===== config.mk =====
export PLATFORM = sky130hd
export DESIGN_NAME = l2_mem_init_ctrl_flat
export DESIGN_NICKNAME = d
export VERILOG_FILES = /design/src/rtl/l2_mem_init_ctrl_pkg.sv /design/src/rtl/l2_mem_init_ctrl_if.sv /design/src/rtl/l2_mem_init_ctrl.sv /design/src/flat_wrapper.sv
export SDC_FILE = /design/constraint.sdc
export NUM_CORES = 1
export LEC_CHECK = 0
export CORE_AREA = 2 2 126 128
export DETAILED_ROUTE_END_ITERATION = 8
export DIE_AREA = 0 0 128 130
export PLACE_DENSITY_LB_ADDON = 0.2
export SLEW_MARGIN = 20
export SYNTH_ARGS = -nofsm -noshare
export SYNTH_HDL_FRONTEND = slang
export SYNTH_SLANG_ARGS = --single-unit
export TNS_END_PERCENT = 1

===== constraint.sdc =====
create_clock -name clk_i -period 1.6 [get_ports clk_i]
set_input_delay 0.32 -clock clk_i [delete_from_list [all_inputs] [get_ports clk_i]]
set_output_delay 0.32 -clock clk_i [all_outputs]
set_load 0.005 [all_outputs]

===== src/rtl/l2_mem_init_ctrl_pkg.sv =====
// Shared helpers for the L2 memory initialization controller.
package l2_mem_init_ctrl_pkg;

  // Number of low byte-address bits that select a byte within one data word.
  function automatic int unsigned word_offset_bits(input int unsigned data_width);
    return $clog2(data_width / 8);
  endfunction

endpackage


===== src/rtl/l2_mem_init_ctrl_if.sv =====
// Upstream memory port between axi2mem and the L2 init controller.
interface l2_mem_init_ctrl_if #(
  parameter int unsigned AddrWidth = 32,
  parameter int unsigned DataWidth = 64
);
  logic                   req;
  logic                   gnt;
  logic [AddrWidth-1:0]   addr;
  logic [DataWidth-1:0]   wdata;
  logic [DataWidth/8-1:0] strb;
  logic                   we;
  logic                   rvalid;
  logic [DataWidth-1:0]   rdata;

  // Requester side (the AXI-to-memory converter).
  modport master (
    output req, addr, wdata, strb, we,
    input  gnt, rvalid, rdata
  );

  // Responder side (the init controller).
  modport slave (
    input  req, addr, wdata, strb, we,
    output gnt, rvalid, rdata
  );
endinterface


===== src/rtl/l2_mem_init_ctrl.sv =====
// L2 SRAM initialization controller: sweeps InitValue into every word after
// reset or clear, then passes upstream requests straight through to the SRAM.
module l2_mem_init_ctrl
  import l2_mem_init_ctrl_pkg::*;
#(
  parameter int unsigned          AddrWidth = 32,
  parameter int unsigned          DataWidth = 64,
  parameter int unsigned          NumWords  = 1024,
  parameter logic [DataWidth-1:0] InitValue = '0
) (
  input  logic                        clk_i,
  input  logic                        rst_ni,
  input  logic                        clear_i,
  output logic                        init_done_o,
  l2_mem_init_ctrl_if.slave           mem,
  output logic                        sram_req_o,
  output logic                        sram_we_o,
  output logic [$clog2(NumWords)-1:0] sram_addr_o,
  output logic [DataWidth-1:0]        sram_wdata_o,
  output logic [DataWidth/8-1:0]      sram_be_o,
  input  logic [DataWidth-1:0]        sram_rdata_i
);

  localparam int unsigned CntW = $clog2(NumWords);
  localparam int unsigned OffW = word_offset_bits(DataWidth);

  typedef enum logic {
    StInit = 1'b0,
    StRun  = 1'b1
  } state_e;

  state_e            state_q, state_d;
  logic [CntW-1:0]   cnt_q, cnt_d;
  logic              rvalid_q;
  logic              gnt;

  // Only the word-index bits reach the SRAM; the rest alias by design.
  logic [AddrWidth-1:0] unused_addr;
  assign unused_addr = mem.addr;

  // Next state, counter and SRAM/grant muxing; INIT owns the SRAM port.
  always_comb begin
    state_d      = state_q;
    cnt_d        = cnt_q;
    gnt          = 1'b0;
    sram_req_o   = 1'b0;
    sram_we_o    = 1'b0;
    sram_addr_o  = '0;
    sram_wdata_o = '0;
    sram_be_o    = '0;
    unique case (state_q)
      StInit: begin
        sram_req_o   = 1'b1;
        sram_we_o    = 1'b1;
        sram_addr_o  = cnt_q;
        sram_wdata_o = InitValue;
        sram_be_o    = '1;
        if (clear_i) begin
          // Restart the sweep; the word written this cycle still lands.
          cnt_d = '0;
        end else begin
          cnt_d = cnt_q + CntW'(1);
          if (cnt_q == CntW'(NumWords - 1)) begin
            state_d = StRun;
            cnt_d   = '0;
          end
        end
      end
      StRun: begin
        gnt          = 1'b1;
        sram_req_o   = mem.req;
        sram_we_o    = mem.we;
        sram_addr_o  = mem.addr[OffW +: CntW];
        sram_wdata_o = mem.wdata;
        sram_be_o    = mem.strb;
        // The request in the clear cycle is still granted and answered.
        if (clear_i) begin
          state_d = StInit;
          cnt_d   = '0;
        end
      end
      default: state_d = StInit;
    endcase
  end

  // State, sweep counter and fixed-latency response flag.
  always_ff @(posedge clk_i or negedge rst_ni) begin
    if (!rst_ni) begin
      state_q  <= StInit;
      cnt_q    <= '0;
      rvalid_q <= 1'b0;
    end else begin
      state_q  <= state_d;
      cnt_q    <= cnt_d;
      rvalid_q <= mem.req & gnt;
    end
  end

  assign mem.gnt     = gnt;
  assign mem.rvalid  = rvalid_q;
  assign mem.rdata   = sram_rdata_i;
  assign init_done_o = (state_q == StRun);

endmodule


===== src/flat_wrapper.sv =====
// flat-port wrapper written by rule: the top's interface ports become plain ports
module l2_mem_init_ctrl_flat import l2_mem_init_ctrl_pkg::*;
#(
  parameter int unsigned          AddrWidth = 32,
  parameter int unsigned          DataWidth = 64,
  parameter int unsigned          NumWords  = 1024,
  parameter logic [DataWidth-1:0] InitValue = '0
)
  (clk_i, rst_ni, clear_i, init_done_o, sram_req_o, sram_we_o, sram_addr_o, sram_wdata_o, sram_be_o, sram_rdata_i, mem_req, mem_addr, mem_wdata, mem_strb, mem_we, mem_gnt, mem_rvalid, mem_rdata);
  l2_mem_init_ctrl_if #(.AddrWidth(AddrWidth), .DataWidth(DataWidth)) mem_i ();
  input  logic clk_i;
  input  logic rst_ni;
  input  logic clear_i;
  output logic init_done_o;
  output logic sram_req_o;
  output logic sram_we_o;
  output logic [$clog2(NumWords)-1:0] sram_addr_o;
  output logic [DataWidth-1:0] sram_wdata_o;
  output logic [DataWidth/8-1:0] sram_be_o;
  input  logic [DataWidth-1:0] sram_rdata_i;
  input wire logic [$bits(mem_i.req)-1:0] mem_req;
  input wire logic [$bits(mem_i.addr)-1:0] mem_addr;
  input wire logic [$bits(mem_i.wdata)-1:0] mem_wdata;
  input wire logic [$bits(mem_i.strb)-1:0] mem_strb;
  input wire logic [$bits(mem_i.we)-1:0] mem_we;
  output wire logic [$bits(mem_i.gnt)-1:0] mem_gnt;
  output wire logic [$bits(mem_i.rvalid)-1:0] mem_rvalid;
  output wire logic [$bits(mem_i.rdata)-1:0] mem_rdata;
  assign mem_i.req = mem_req;
  assign mem_i.addr = mem_addr;
  assign mem_i.wdata = mem_wdata;
  assign mem_i.strb = mem_strb;
  assign mem_i.we = mem_we;
  assign mem_gnt = mem_i.gnt;
  assign mem_rvalid = mem_i.rvalid;
  assign mem_rdata = mem_i.rdata;
  l2_mem_init_ctrl #(.AddrWidth(AddrWidth), .DataWidth(DataWidth), .NumWords(NumWords), .InitValue(InitValue)) u_core (.clk_i(clk_i), .rst_ni(rst_ni), .clear_i(clear_i), .init_done_o(init_done_o), .mem(mem_i), .sram_req_o(sram_req_o), .sram_we_o(sram_we_o), .sram_addr_o(sram_addr_o), .sram_wdata_o(sram_wdata_o), .sram_be_o(sram_be_o), .sram_rdata_i(sram_rdata_i));
endmodule

==> reports/results.md <==
* finished, violations left — status
* negative setup slack — failing checks
* flop — Critical Path Start Type
* 3670 microns — routed length on met2
* 46 — FP Rows
* -0.203 ns — worst slack at placement
* 0.24 ns — insertion delay of the later-clocked pin in the worst-skew pair
* 82.5% — worst slew slack as a fraction of its limit
* 7.72 sq um — post-synthesis average cell area
* 4 — worst path bufs/invs
* 0 — Detail Route Antenna Nets
* 128 microns — width of the die
* 1.50% — fraction of synthesized cell area in xor and xnor cells
* 0.259 ns — measured slew at the worst slew-check pin
* true — setup repair after global routing missed its margin
* 30 — Distinct cells, synth
* 2760 microns — metal1 wirelength
* u_core.init_done_o — R2R Path Start
* 0 — EDFF count, synth
* 0.562 GHz — Fmax achieved
* 0.05 ns — clock transition at the register clock pins on the worst setup and hold paths after CTS
* sky130_fd_sc_hd__clkdlybuf4s50_1 — most frequent standard cell in the layout excluding fill and tap cells
* 2,024 — detailed-route via count
* 100% — Post-synth ARST share
* 4 — number of iterations in the first detailed-routing pass
* 8.52% — Overall Global Routing Usage
* 101% — Area Overhead vs Synth
* 227 — instance count of the mapped netlist
* 0 — total overflow reported by the global router
* 10,700 microns — wire length of the first global-routing pass
* 5 — cell count of the worst reg-to-reg path
* 1.60 nW — Leakage Power
* 401 — Syn Nets
* 74 — number of setup violations in the final report
* met4 — Top Metal Used
* 46.6% — fraction of final layout cells sized beyond drive strength 1
* 173 — IO buf count
* 324 — Boundary Pins
* sky130_fd_sc_hd__dfrtp_1 — predominant post-synthesis flop cell
* 111% — fin crit share
* buffers and inverters — gate family responsible for the most delay along the worst path
* 0.00175 sq mm — post-synthesis instance area
* 1.46 ns — Data arrival, critical path
* primary input to async pin — worst min path class
* 2 — Max clock buf depth
* 40 — initial DRC count
* 1 — level count of the clock H-tree
* 0 — max-slew violation count
* 7620 microns — drt total wl
* 12 — CTS sink cnt
* 0.00135 ns — worst clock skew on the final layout
* 0 — final antenna diode count
* 5.14% — post-synthesis mux area share
* 0 — max_cap viols
* 791 microns — met3 wire length
* 15 — maximum number of pins on one net before global-route repair
* sky130_fd_sc_hd__clkdlybuf4s50_1 (87), sky130_fd_sc_hd__clkbuf_2 (49), sky130_fd_sc_hd__and2_1 (44) — most used cells in the layout excluding fill and tap cells
* 0 — detailed-route DRC error count
* 5 — crit path max fanout
* 130 microns — DIE HEIGHT
* 0 — hold violation count in the final report
* sky130_fd_sc_hd__clkbuf_16 — cell chosen for the clock root
* 0 — warning count from the yosys run
* 0.44 ns — slowest cell delay on critical path
* u_core.cnt_q[9] — FF-to-FF End
* 0.0166 sq mm — die area
* simple AND/OR/NAND/NOR gates — main combinational cell family by area after synthesis
* 0 — number of antenna violations at the first check in global routing
* 3.62 — Vias per Instance
* -0.12 ns — flop-to-flop setup slack
* 11.4% — starting utilization of the core area
* 542 — layout net count
* sky130_fd_sc_hd__buf_12 — Most Frequent Cell on Critical Path
* 22.8% — final cell utilization of the core
* 3 — CTS Buf Count
* 5 — total stage count of the critical path
* 0.00116 W — post-route total power
* done — clock tree from TritonCTS
* flop to primary output — kind of critical path
* 6.57% — area fraction in compound gates after synthesis
* 13.6 microns — Avg WL per Cell
* 0 — cts hold-fix bufs
* 5590 microns — final HPWL from detailed placement
* 12 — register bit count reported by yosys
* 17.1% — sequential fraction of the synthesis area
* sky130_fd_sc_hd__dfrtp_2 — highest-delay cell along the critical path
* 0.0154 sq mm — total core area
* -0.181 ns — post-layout worst setup margin
* 37.7% — share of synthesized cell area in and, or, nand and nor gates
* primary output — Setup crit end kind
* 330 mW/mm^2 — Power Density
* 0.661 — final weighted congestion of routability-driven global placement
* 1,995 — via count of the first global-routing pass
* 1.78 ns — minimum clock period
* 1.28 ns — critical path data required time
* buf_12, buf_12, buf_6, mux2_2, buf_2 — CP cell instances
* 0.000287 V — maximum resistive drop on vdd
* 0.714% — Synth Area in Adders
==> timing repair <==
action | CTS | global route
buffers inserted | 12 | 0
pin swaps | 1 | 0
gates cloned | 5 | 0
setup endpoints to repair | 86 | 80
resized for setup | 275 | 84
==> per-stage QoR <==
| stage | hold slack (ns) | std cells | area [sq um] | TNS [ns] |
|---|---|---|---|---|
| floorplan | 0.0244 | 227 | 1750 | 0 |
| global placement | 0.498 | 538 | 3370 | -9.70 |
| detailed placement | 0.509 | 538 | 3370 | -9.48 |
| CTS | 0.395 | 559 | 3640 | -9.03 |
| global route | 0.413 | 559 | 3520 | -6.84 |
| finish | 0.386 | 559 | 3520 | -4.13 |
==> sequential cells by signal, indices dropped and copies added, names as in the netlist <==
name,cells
u_core.mem.rvalid,1
u_core.cnt_q,10
u_core.init_done_o,1
==> layout make-up <==
cell class,count,area (sq um)
fill,1720,11900
sequential,12,302
multi-input combinational,135,988
timing repair buffer,213,1890
clock buffer,4,88.8
inverter,3,11.3
tap,192,240
==> synth_stat cells (2+ instances only) <==
| cell | n | area share [%] |
|---|---|---|
| sky130_fd_sc_hd__mux2_2 | 8 | 5.1 |
| sky130_fd_sc_hd__nor2b_1 | 3 | 1.1 |
| sky130_fd_sc_hd__and2_1 | 68 | 24 |
| sky130_fd_sc_hd__inv_1 | 3 | 0.64 |
| sky130_fd_sc_hd__nand2b_1 | 12 | 4.3 |
| sky130_fd_sc_hd__nand3_1 | 2 | 0.57 |
| sky130_fd_sc_hd__nand4_1 | 3 | 1.1 |
| sky130_fd_sc_hd__buf_2 | 3 | 0.86 |
| sky130_fd_sc_hd__clkbuf_1 | 9 | 1.9 |
| sky130_fd_sc_hd__nor3_1 | 3 | 0.86 |
| sky130_fd_sc_hd__o211ai_1 | 2 | 0.86 |
| sky130_fd_sc_hd__a21oi_1 | 2 | 0.57 |
| sky130_fd_sc_hd__nand2_1 | 5 | 1.1 |
| sky130_fd_sc_hd__o21ai_0 | 7 | 2.0 |
| sky130_fd_sc_hd__or3_1 | 3 | 1.1 |
| sky130_fd_sc_hd__buf_4 | 65 | 28 |
| sky130_fd_sc_hd__nand4b_1 | 3 | 1.5 |
| sky130_fd_sc_hd__xnor2_1 | 3 | 1.5 |
| sky130_fd_sc_hd__dfrtp_1 | 12 | 17 |
==> layer usage <==
metal | global-route usage (%) | up-vias
met5 | 0 | -
met4 | 5.69 | 0
met3 | 2.01 | 34
met2 | 15.5 | 146
met1 | 8.75 | 893
li1 | - | 951
==> power breakdown <==
part	internal, W	switching, W	leakage (nW)
Combinational	0.000233	0.0000770	1.39
Sequential	0.000315	0.00000945	0.163
Clock	0.000379	0.000148	0.0442
Total	0.000927	0.000235	1.60
==> cell families (layout without fill, tap and decap cells) <==
family | after synthesis | count (layout)
buffers and inverters | 80 | 220
adders and majority gates | 1 | 1
muxes | 8 | 8
DFF | 12 | 12
xor gates and xnor gates | 3 | 3
AOI/OAI and AO/OA | 17 | 17
and+or+nand+nor | 106 | 106
==> worst max path at each step <==
| stage | from | endpoint | slack (ns) |
|---|---|---|---|
| after floorplan | u_core.init_done_o | sram_wdata_o[58] | 0.04 |
| after global placement | mem_wdata[40] | sram_wdata_o[40] | -0.20 |
| after detailed placement | mem_wdata[38] | sram_wdata_o[38] | -0.20 |
| after CTS | u_core.init_done_o | sram_addr_o[1] | -0.18 |
| after global routing | u_core.init_done_o | sram_addr_o[6] | -0.21 |
| final | u_core.init_done_o | sram_addr_o[1] | -0.18 |
No activity file was read; power rests on OpenSTA's default activity.
